`config.mk`:
```
export PLATFORM = sky130hd
export DESIGN_NAME = link_arq_ctrl
export DESIGN_NICKNAME = d
export VERILOG_FILES = /design/src/rtl/link_arq_ctrl.sv
export SDC_FILE = /design/constraint.sdc
export NUM_CORES = 1
export LEC_CHECK = 0
export CAP_MARGIN = 20
export CORE_ASPECT_RATIO = 1.5
export CORE_MARGIN = 1
export CORE_UTILIZATION = 44
export CTS_BUF_LIST = sky130_fd_sc_hd__clkbuf_16
export DETAILED_ROUTE_END_ITERATION = 7
export MAX_ROUTING_LAYER = met4
export PLACE_DENSITY = 0.75
export SYNTH_ARGS = -nofsm -noshare
export SYNTH_HDL_FRONTEND = slang
export SYNTH_SLANG_ARGS = --single-unit
```
`constraint.sdc`:
```
create_clock -name clk -period 2.55 [get_ports clk]
set_input_delay 0.51 -clock clk [delete_from_list [all_inputs] [get_ports clk]]
set_output_delay 0.51 -clock clk [all_outputs]
set_load 0.02 [all_outputs]
```
`src/rtl/link_arq_ctrl.sv`:
```
// Stop-and-wait ARQ sequencer for one encoder/decoder link; optional LINK_ARQ_FLUSH_EN drops held decoder packets before launch.
// Latency >= 5 cycles accept-to-done; tx_ready only in IDLE, start_ENC waits on avail_ENC, replies are popped only in LISTEN.
module link_arq_ctrl #(
  parameter int N_PKT     = 8,
  parameter int TIMEOUT   = 1465,
  parameter int MAX_RETRY = 3,
  parameter int CNT_W     = 16
) (
  input  logic             clk,
  input  logic             rst_n,
  input  logic             tx_valid,
  input  logic [N_PKT-1:0] tx_data,
  input  logic [N_PKT-1:0] tx_expected,
  output logic             tx_ready,
  output logic             start_ENC,
  output logic [N_PKT-1:0] data_ENC,
  input  logic             avail_ENC,
  input  logic [N_PKT-1:0] data_DEC,
  input  logic             avail_DEC,
  input  logic             error_DEC,
  output logic             read_DEC,
  output logic             done,
  output logic             fail,
  output logic [N_PKT-1:0] rx_data,
  output logic [CNT_W-1:0] retry_cnt,
  output logic [CNT_W-1:0] err_cnt
);

  localparam int TMR_W = (TIMEOUT > 1) ? $clog2(TIMEOUT) : 1;
  localparam int ATT_W = (MAX_RETRY > 0) ? $clog2(MAX_RETRY + 1) : 1;

  typedef enum logic [2:0] {
    S_IDLE,
    S_LAUNCH,
    S_TX_BUSY,
    S_LISTEN,
    S_CHECK,
    S_RETRY
  } state_t;

  state_t             state_q, state_d;
  logic [N_PKT-1:0]   pkt_q, pkt_d;
  logic [N_PKT-1:0]   exp_q, exp_d;
  logic [N_PKT-1:0]   cap_dat_q, cap_dat_d;
  logic               cap_err_q, cap_err_d;
  logic [N_PKT-1:0]   rx_q, rx_d;
  logic [TMR_W-1:0]   timer_q, timer_d;
  logic [ATT_W-1:0]   att_q, att_d;
  logic               seen_low_q, seen_low_d;
  logic [CNT_W-1:0]   retry_cnt_q, retry_cnt_d;
  logic [CNT_W-1:0]   err_cnt_q, err_cnt_d;

  logic launch_go;
  logic flush_rd;
  logic tmr_exp;
  logic match;
  logic can_retry;

  assign tmr_exp   = (timer_q == TMR_W'(TIMEOUT - 1));
  assign match     = !cap_err_q && (cap_dat_q == exp_q);
  assign can_retry = (att_q < ATT_W'(MAX_RETRY));

`ifdef LINK_ARQ_FLUSH_EN
  // A gap cycle after each pop lets the decoder update avail_DEC, so one
  // held packet is never popped twice.
  logic flush_gap_q, flush_gap_d;

  assign flush_rd    = (state_q == S_LAUNCH) && avail_DEC && !flush_gap_q;
  assign launch_go   = avail_ENC && !avail_DEC && !flush_gap_q;
  assign flush_gap_d = flush_rd;

  always_ff @(posedge clk or negedge rst_n) begin
    if (!rst_n) begin
      flush_gap_q <= 1'b0;
    end else begin
      flush_gap_q <= flush_gap_d;
    end
  end
`else
  assign flush_rd  = 1'b0;
  assign launch_go = avail_ENC;
`endif

  always_ff @(posedge clk or negedge rst_n) begin
    if (!rst_n) begin
      state_q <= S_IDLE;
    end else begin
      state_q <= state_d;
    end
  end

  always_comb begin
    state_d = state_q;
    case (state_q)
      S_IDLE:    if (tx_valid) state_d = S_LAUNCH;
      S_LAUNCH:  if (launch_go) state_d = S_TX_BUSY;
      S_TX_BUSY: if (seen_low_q && avail_ENC) state_d = S_LISTEN;
      S_LISTEN: begin
        // A reply arriving on the expiry cycle still wins over the timeout.
        if (avail_DEC)    state_d = S_CHECK;
        else if (tmr_exp) state_d = S_RETRY;
      end
      S_CHECK:   state_d = match ? S_IDLE : S_RETRY;
      S_RETRY:   state_d = can_retry ? S_LAUNCH : S_IDLE;
      default:   state_d = S_IDLE;
    endcase
  end

  always_comb begin
    tx_ready  = (state_q == S_IDLE);
    start_ENC = (state_q == S_LAUNCH) && launch_go;
    read_DEC  = ((state_q == S_LISTEN) && avail_DEC) || flush_rd;
    done      = (state_q == S_CHECK) && match;
    fail      = (state_q == S_RETRY) && !can_retry;
  end

  always_comb begin
    pkt_d       = pkt_q;
    exp_d       = exp_q;
    cap_dat_d   = cap_dat_q;
    cap_err_d   = cap_err_q;
    rx_d        = rx_q;
    timer_d     = timer_q;
    att_d       = att_q;
    seen_low_d  = seen_low_q;
    retry_cnt_d = retry_cnt_q;
    err_cnt_d   = err_cnt_q;
    case (state_q)
      S_IDLE: begin
        if (tx_valid) begin
          pkt_d = tx_data;
          exp_d = tx_expected;
          att_d = '0;
        end
      end
      S_LAUNCH: begin
        seen_low_d = 1'b0;
      end
      S_TX_BUSY: begin
        // The encoder must be seen busy before its idle counts as finished.
        if (!avail_ENC) seen_low_d = 1'b1;
        timer_d = '0;
      end
      S_LISTEN: begin
        timer_d = timer_q + TMR_W'(1);
        if (avail_DEC) begin
          cap_dat_d = data_DEC;
          cap_err_d = error_DEC;
        end
      end
      S_CHECK: begin
        if (match) begin
          rx_d = cap_dat_q;
        end else if (err_cnt_q != '1) begin
          err_cnt_d = err_cnt_q + CNT_W'(1);
        end
      end
      S_RETRY: begin
        if (can_retry) begin
          att_d = att_q + ATT_W'(1);
          if (retry_cnt_q != '1) retry_cnt_d = retry_cnt_q + CNT_W'(1);
        end
      end
      default: ;
    endcase
  end

  always_ff @(posedge clk or negedge rst_n) begin
    if (!rst_n) begin
      pkt_q       <= '0;
      exp_q       <= '0;
      cap_dat_q   <= '0;
      cap_err_q   <= 1'b0;
      rx_q        <= '0;
      timer_q     <= '0;
      att_q       <= '0;
      seen_low_q  <= 1'b0;
      retry_cnt_q <= '0;
      err_cnt_q   <= '0;
    end else begin
      pkt_q       <= pkt_d;
      exp_q       <= exp_d;
      cap_dat_q   <= cap_dat_d;
      cap_err_q   <= cap_err_d;
      rx_q        <= rx_d;
      timer_q     <= timer_d;
      att_q       <= att_d;
      seen_low_q  <= seen_low_d;
      retry_cnt_q <= retry_cnt_d;
      err_cnt_q   <= err_cnt_d;
    end
  end

  assign data_ENC  = pkt_q;
  assign rx_data   = rx_q;
  assign retry_cnt = retry_cnt_q;
  assign err_cnt   = err_cnt_q;

  a_done_fail_excl: assert property (@(posedge clk) disable iff (!rst_n) !(done && fail));
  a_start_needs_enc: assert property (@(posedge clk) disable iff (!rst_n) start_ENC |-> avail_ENC);
  a_read_needs_dec: assert property (@(posedge clk) disable iff (!rst_n) read_DEC |-> avail_DEC);

endmodule

```
-- Yosys cells after proc, flatten, opt, wreduce, memory -nomap -nowiden
Cells that the tools add are included.
- equal/unequal tests: 15
- bitwise logic cells: 1
- order comparisons: 1
- reduce and logical (&&, ||, !) cells: 20
- add/subtract/negate cells: 4
- multiplexer cells: 14
- operators with widths (operator ; number):
    $add A16 B1 Y16 const B ; 2
    $ne A16 B16 Y1 const B ; 2
    $pmux W11 S2 ; 1
    $mux W3 ; 6
    $pmux W3 S6 ; 1
    $add A11 B1 Y11 const B ; 1
    $eq A11 B11 Y1 const B ; 1
    $ne A2 B2 Y1 const B ; 5
    $reduce_and A3 Y1 ; 3
    $eq A8 B8 Y1 ; 1
    $reduce_and A2 Y1 ; 4
    $eq A3 B2 Y1 const B ; 2
    $eq A3 B3 Y1 const B ; 2
    $logic_and A1 B1 Y1 ; 6
    $reduce_bool A2 Y1 ; 3
    $mux W2 ; 2
    $pmux W2 S2 ; 1
    $reduce_and A4 Y1 ; 1
    $eq A3 B1 Y1 const B ; 1
    $logic_not A3 Y1 ; 1
    $ne A3 B3 Y1 const B ; 1
    $add A2 B1 Y2 const B ; 1
    $logic_not A1 Y1 ; 2
    $lt A2 B2 Y1 const B ; 1
    other kinds (3) ; 4
- register bits: 82
- logic and storage cells: 66
- input port bits: 30

-- Depth between registers and ports, before layout
Gate-level depths: netlist of the first run.
- word-level depth: 4
- depth in mapped cells: 7

-- Least setup slack after synthesis of the first run
OpenSTA, ideal clock, no wires.
- path kind: reg-to-reg
- from: register state_q[0]
- to: register pkt_q[4] (netlist: data_ENC[4])
- setup time: 0.125 ns
- data arrival time: 1.901 ns
- data required time: 2.425 ns
- stages on the path, launching flop included: 6
- slack: 0.524 ns
- buffers on the path: 2
- clock period less this slack: 2.026 ns
- cells stage by stage: dfrtp_1 -> nor3_1 -> and2_1 -> buf_2 -> buf_2 -> mux2_2
- longest elaborated chain between the ends: 2
- ends and longest elaborated chain (element ; RTL line ; RTL):
    start: declaration ; 41 ; state_t state_q, state_d;
    start signal: assignment ; 88 ; state_q <= state_d;
    $logic_not A3 Y1 ; n/a ;
    via tx_ready ; 14 ; output logic tx_ready,
    $reduce_and A2 Y1 (no source line) ; n/a ;
    end signal: assignment ; 181 ; pkt_q <= pkt_d;
    end: declaration ; 42 ; logic [N_PKT-1:0] pkt_q, pkt_d;
The timed path passes the listed nets, and every way through them passes these cells.
A chain may end at the register's enable or synchronous reset.

-- Final worst setup path of the first run
- from: register state_q[2]
- to: output read_DEC
- longest elaborated chain between the ends: 2
- ends and longest elaborated chain (element ; RTL line ; RTL):
    $eq A3 B2 Y1 ; 112 ; read_DEC = ((state_q == S_LISTEN) && avail_DEC) || flush_rd;
    $logic_and A1 B1 Y1 ; 112 ;
    end: declaration ; 21 ; output logic read_DEC,
No other way between the ends.

==> impl_metrics.ini, run 1 <==
[sta]
fin_worst_skew_ps = 7.706
setup_viol = 0
hold_violations = 0
fmax_mhz = 402.2
slew_violations = 0
tightest_slew_ps = 577.8
setup_ws_ps = 63.39
relSlewSlack_pct = 61.48
fin_crit_ps = 2487
rsz0062_at_grt = no
finalCritPeriodShare_pct = 97.51
tns_ps = 0
holdWs_ps = 181.3

[yosys]
synth_nets = 372
synth_cell_type_count = 46
syn_inst = 337
synth_edf_count = 0
netlist_area_um2 = 3861
synth_top_area_share_pct = 53.14
syn_avg_cell_area_um2 = 11.46
ys_warn_count = 0
ys_seq_area_share_pct = 53.14
yosys_register_bits = 82
async_flop_share_pct = 100.0
synth-main-ff-cell = dfrtp_1
synth_area_leaders = dfrtp_1 (53%), mux2_2 (9.0%), xnor2_1 (5.2%)
synth_largest_area_cell = dfrtp_1

[clock_network]
htree_levels = 3
cts_made_buffers = 9
cts-root-buf = clkbuf_16
hold_buffers = 0
cts_sinks = 82
cts_setup_buffers = 0
worstSkewPairLatency_ps = 330
cts_tree = built
clock_path_buffers = 2
path_clk_slew_ps = 60

[critical_path]
r2r_slack_ps = 380
rr_worst_depth = 6
cp.arrival_ps = 1980
end_kind = output port
r2r-end = retry_cnt[15]
r2r-start = state_q[2]
required_ps = 2040
worstPathMaxFanout = 14
critPathLaunchType = flip-flop
crit_type = flip-flop to output port

[detailed_routing]
drt-vias-per-instance = 5.334
final_antenna_net_count = 0
first_iter_violations = 167
drcViolationCount = 0
vias = 2907
wire_per_inst_um = 15.07
wl_um = 8212
drt-pass1-iter-count = 4

[placement]
dpl_cell_area_um2 = 4868
io_buffers = 82
dpl.hpwl_um = 5994
pre_cts_ws_ps = 40.70
dpl.cell_count = 529
gp_congestion = 0.8630

[global_route]
first_global_vias = 2903
grt_max_degree = 48
grt_pass1_wl_um = 13740
overflow = 0
antenna_found_initial = 0
grt_usage_pct = 20.20

[cells_and_area]
final_cell_mix = dfrtp_1 (81), clkdlybuf4s50_1 (79), nand2_1 (31), mux2_2 (31), xnor2_1 (23)
drive_gt1_share_pct = 16.89
postLayoutCoreUtil_pct = 61.12
fin_area_um2 = 5174
fill_cells = 678
nets = 468
mostFrequentLayoutCell = dfrtp_1
area_growth_syn_to_layout_pct = 33.99
n_antenna_cell = 0
stdcell_count = 545

[floorplanning]
row_count = 41
fp.dieArea_um2 = 9162
die_h_um = 116.7
io_pins = 83
core_um2 = 8464
initial_core_util_pct = 45.62
dieWidth_um = 78.49

[power_and_ir_drop]
power_density_nw_per_um2 = 942.3
finalPower_mw = 4.875
leakage_nw = 2.274
peakVddDrop_mv = 0.6449

[status]
outcome = complete, no violations

[job]
maxCapViolations = 0

[min_path]
min-delay-path-class = input pin to async pin
[flip-flops by register name, summed over array words and instances (netlist names)]
signal      cells
att_q           2
cap_dat_q       8
cap_err_q       1
data_ENC        8
err_cnt        16
exp_q           8
retry_cnt      16
rx_data         8
seen_low_q      1
state_q         3
timer_q        11
[layout make-up]
type	instances	area, um2	share of cell area [%]
Multi-Input combinational cell	238	1733	33.49
Timing Repair Buffer	97	924.6	17.87
Clock buffer	9	225.2	4.353
Sequential cell	82	2053	39.69
Tap cell	107	133.9	2.588
Clock inverter	7	85.08	1.644
Inverter	5	18.77	0.3628
[routing by layer]
layer	share of wire, %	GRT usage [%]
met1	42	23.46
met2	54	34.44
met3	3.0	3.828
met4	1.3	8.025
met5	0	-
[power by group]
group          leakage [nW]  switching [mW]  total (mW)  internal (mW)
Combinational          1.05           0.779        1.60          0.820
Sequential             1.07           0.299        1.94           1.64
Clock                 0.154           0.491        1.34          0.846
[worst max-delay path, stage by stage, from the launching register on]
cell	delay (ps)
dfrtp_1	520
nand2b_1	230
nor2_1	130
nand2_1	110
inv_1	70
clkdlybuf4s50_1	590
[kinds of logic after synthesis]
| logic type | Yosys count | synth area share, % |
|---|---|---|
| adders and majority gates | 5 | 1.620 |
| and+or+nand+nor | 124 | 16.92 |
| buffers and inverters | 17 | 1.977 |
| AOI/OAI and AO/OA | 32 | 5.477 |
| muxes | 42 | 12.93 |
| xor gates and xnor gates | 35 | 7.939 |
| DFF | 82 | 53.14 |
[synthesized netlist by cell type, types with 2 or more instances]
library cell and count:
nand2_1 31, clkbuf_1 7, ha_1 5, mux2i_1 3
and2_1 4, a22o_1 2, o21a_1 4, and4b_1 2
and3_1 12, xnor2_1 23, nand3_1 20, mux2_4 8
buf_2 4, a21oi_1 5, nand2b_1 4, nand4_1 14
nand4b_1 2, o21ai_0 11, nor3_1 7, mux2_2 31
nor2_1 18, xor2_1 12, dfrtp_1 82, inv_1 4
[worst max-delay path by stage]
stage / depth (start not counted) / start / slack, ps / end
CTS: 6 / state_q[0] / 5 / read_DEC
global route: 5 / state_q[2] / 6 / read_DEC
detailed placement: 3 / avail_ENC / 40 / start_ENC
floorplan: 5 / state_q[0] / 520 / data_ENC[4]
finish: 5 / state_q[2] / 60 / read_DEC
global placement: 3 / avail_ENC / 70 / start_ENC
[what timing repair did]
action | in CTS | in global routing
endpoints found under the setup margin | 2 | 2
gates resized for setup | 2 | 3
pin swaps | 0 | 1
No activity file was read; power rests on OpenSTA's default activity.
==> run 2, diff against run 1 <==
--- a/config.mk
+++ b/config.mk
@@ -7,7 +7,7 @@
 export LEC_CHECK = 0
 export CAP_MARGIN = 20
 export CORE_ASPECT_RATIO = 1.5
-export CORE_MARGIN = 1
+export CORE_MARGIN = 3
 export CORE_UTILIZATION = 44
 export CTS_BUF_LIST = sky130_fd_sc_hd__clkbuf_16
 export DETAILED_ROUTE_END_ITERATION = 7
==> run 2 against run 1 <==
Compared with the run above:
- final cell count down 0.55%
- fmax up 3.1%
- worst setup slack better by 76 ps
- die area up 8.7%
- flip-flop and latch count unchanged
==> impl_metrics.ini, run 2 (synthesis gave the netlist of run 1 again) <==
[sta]
hold_violations = 0
fin_crit_ps = 2411
tns_ps = 0
tightest_slew_ps = 487.1
relSlewSlack_pct = 67.28
setup_viol = 0
rsz0062_at_grt = no
fin_worst_skew_ps = 5.019
finalCritPeriodShare_pct = 94.54
fmax_mhz = 414.8
setup_ws_ps = 139.3
slew_violations = 0

[detailed_routing]
wire_per_inst_um = 14.82
first_iter_violations = 182
wl_um = 8033
drt-vias-per-instance = 5.288
drcViolationCount = 0
vias = 2866
drt-pass1-iter-count = 4
final_antenna_net_count = 0

[clock_network]
cts_sinks = 82
cts_tree = built
clock_path_buffers = 2
worstSkewPairLatency_ps = 330
htree_levels = 3
path_clk_slew_ps = 60
hold_buffers = 0
cts-root-buf = clkbuf_16
cts_made_buffers = 9

[power_and_ir_drop]
p_sw_share_pct = 32.28
finalPower_mw = 4.727
clkPwrFrac_pct = 25.6
pwr-share-seq_pct = 41.0
peakVddDrop_mv = 0.5856
power_density_nw_per_um2 = 917.8
power_switching_mw = 1.526
leakage_nw = 2.287
combPwrFrac_pct = 33.4
power.internal_mw = 3.201

[floorplanning]
fp.dieArea_um2 = 9958
io_pins = 83
dieWidth_um = 82.49
initial_core_util_pct = 45.62
core_um2 = 8464
die_h_um = 120.7
row_count = 41

[cells_and_area]
final_cell_mix = dfrtp_1 (81), clkdlybuf4s50_1 (78), nand2_1 (31), mux2_2 (31), xnor2_1 (23)
seq_area_um2 = 2053
nets = 466
postLayoutCoreUtil_pct = 60.84
fill_cells = 700
n_antenna_cell = 0
area_growth_syn_to_layout_pct = 33.38
drive_gt1_share_pct = 15.86
mostFrequentLayoutCell = dfrtp_1
multiInputGateArea_um2 = 1733

[global_route]
grt_usage_pct = 18.22
antenna_found_initial = 0
grt_max_degree = 83
first_global_vias = 2834
grt_pass1_wl_um = 13540
overflow = 0

[critical_path]
crit_type = flip-flop to output port
critPathLaunchType = flip-flop
required_ps = 2040
worstPathMaxFanout = 10
cp.arrival_ps = 1900
end_kind = output port

[status]
outcome = complete, no violations

[job]
maxCapViolations = 0

[placement]
dpl.hpwl_um = 5867
io_buffers = 82
pre_cts_ws_ps = 51.68
gp_congestion = 0.8757

[min_path]
min-delay-path-class = input pin to async pin
## run 2: cell type report
cell class,instances,share of cell area [%]
Clock buffer,9,4.373
Clock inverter,6,0.9718
Inverter,5,0.3644
Multi-Input combinational cell,238,33.65
Sequential cell,82,39.87
Tap cell,107,2.600
Timing Repair Buffer,95,18.17
## run 2: power by group through the flow
stage | sequential, mW | combinational [mW] | clock [mW]
floorplan | 2.01 | 0.912 | 0
global placement | 1.94 | 1.56 | 0
detailed placement | 1.96 | 1.59 | 0
CTS | 1.94 | 1.60 | 1.24
global route | 2.00 | 1.75 | 1.30
finish | 1.94 | 1.58 | 1.21
## run 2: worst max-delay path, cell delays in order, from the launching register on
cell and delay [ps]:
dfrtp_2 460, buf_4 180, nor3_1 280, clkdlybuf4s50_1 660
## run 2: metrics by stage
step | cell area [um2] | hold slack, ps | instances
final | 5150 | 41.45 | 542
after global placement | 4846 | 479.9 | 526
after CTS | 5121 | 404.1 | 541
after floorplan | 3861 | 214.4 | 337
after detailed placement | 4846 | 488.9 | 526
after global routing | 5150 | 38.99 | 542
## run 2: per-layer routing
layer / vias up / GRT usage (%) / part of all wire [%]
met5: - / - / 0
met4: 0 / 7.277 / 2.0
met3: 14 / 4.545 / 4.7
met2: 68 / 28.87 / 52
met1: 1398 / 22.00 / 41
li1: 1386 / - / -
## run 2: repair_timing
item | CTS | global route
setup endpoints to repair | 3 | 3
pin swaps | 0 | 1
setup buffers | 0 | 0
gates resized for setup | 2 | 4
## run 2: path summary, 6_finish.rpt
kind / startpoint / end / slack [ps] / depth (start not counted)
max: state_q[0] / tx_ready / 140 / 3
min in group clk: err_cnt[11] / err_cnt[11] / 490 / 1
max in group asynchronous: rst_n / state_q[0] / 1900 / 2
min: rst_n / err_cnt[5] / 40 / 1
max reg2reg: state_q[1] / retry_cnt[15] / 420 / 7
min reg2reg: err_cnt[11] / err_cnt[11] / 490 / 1
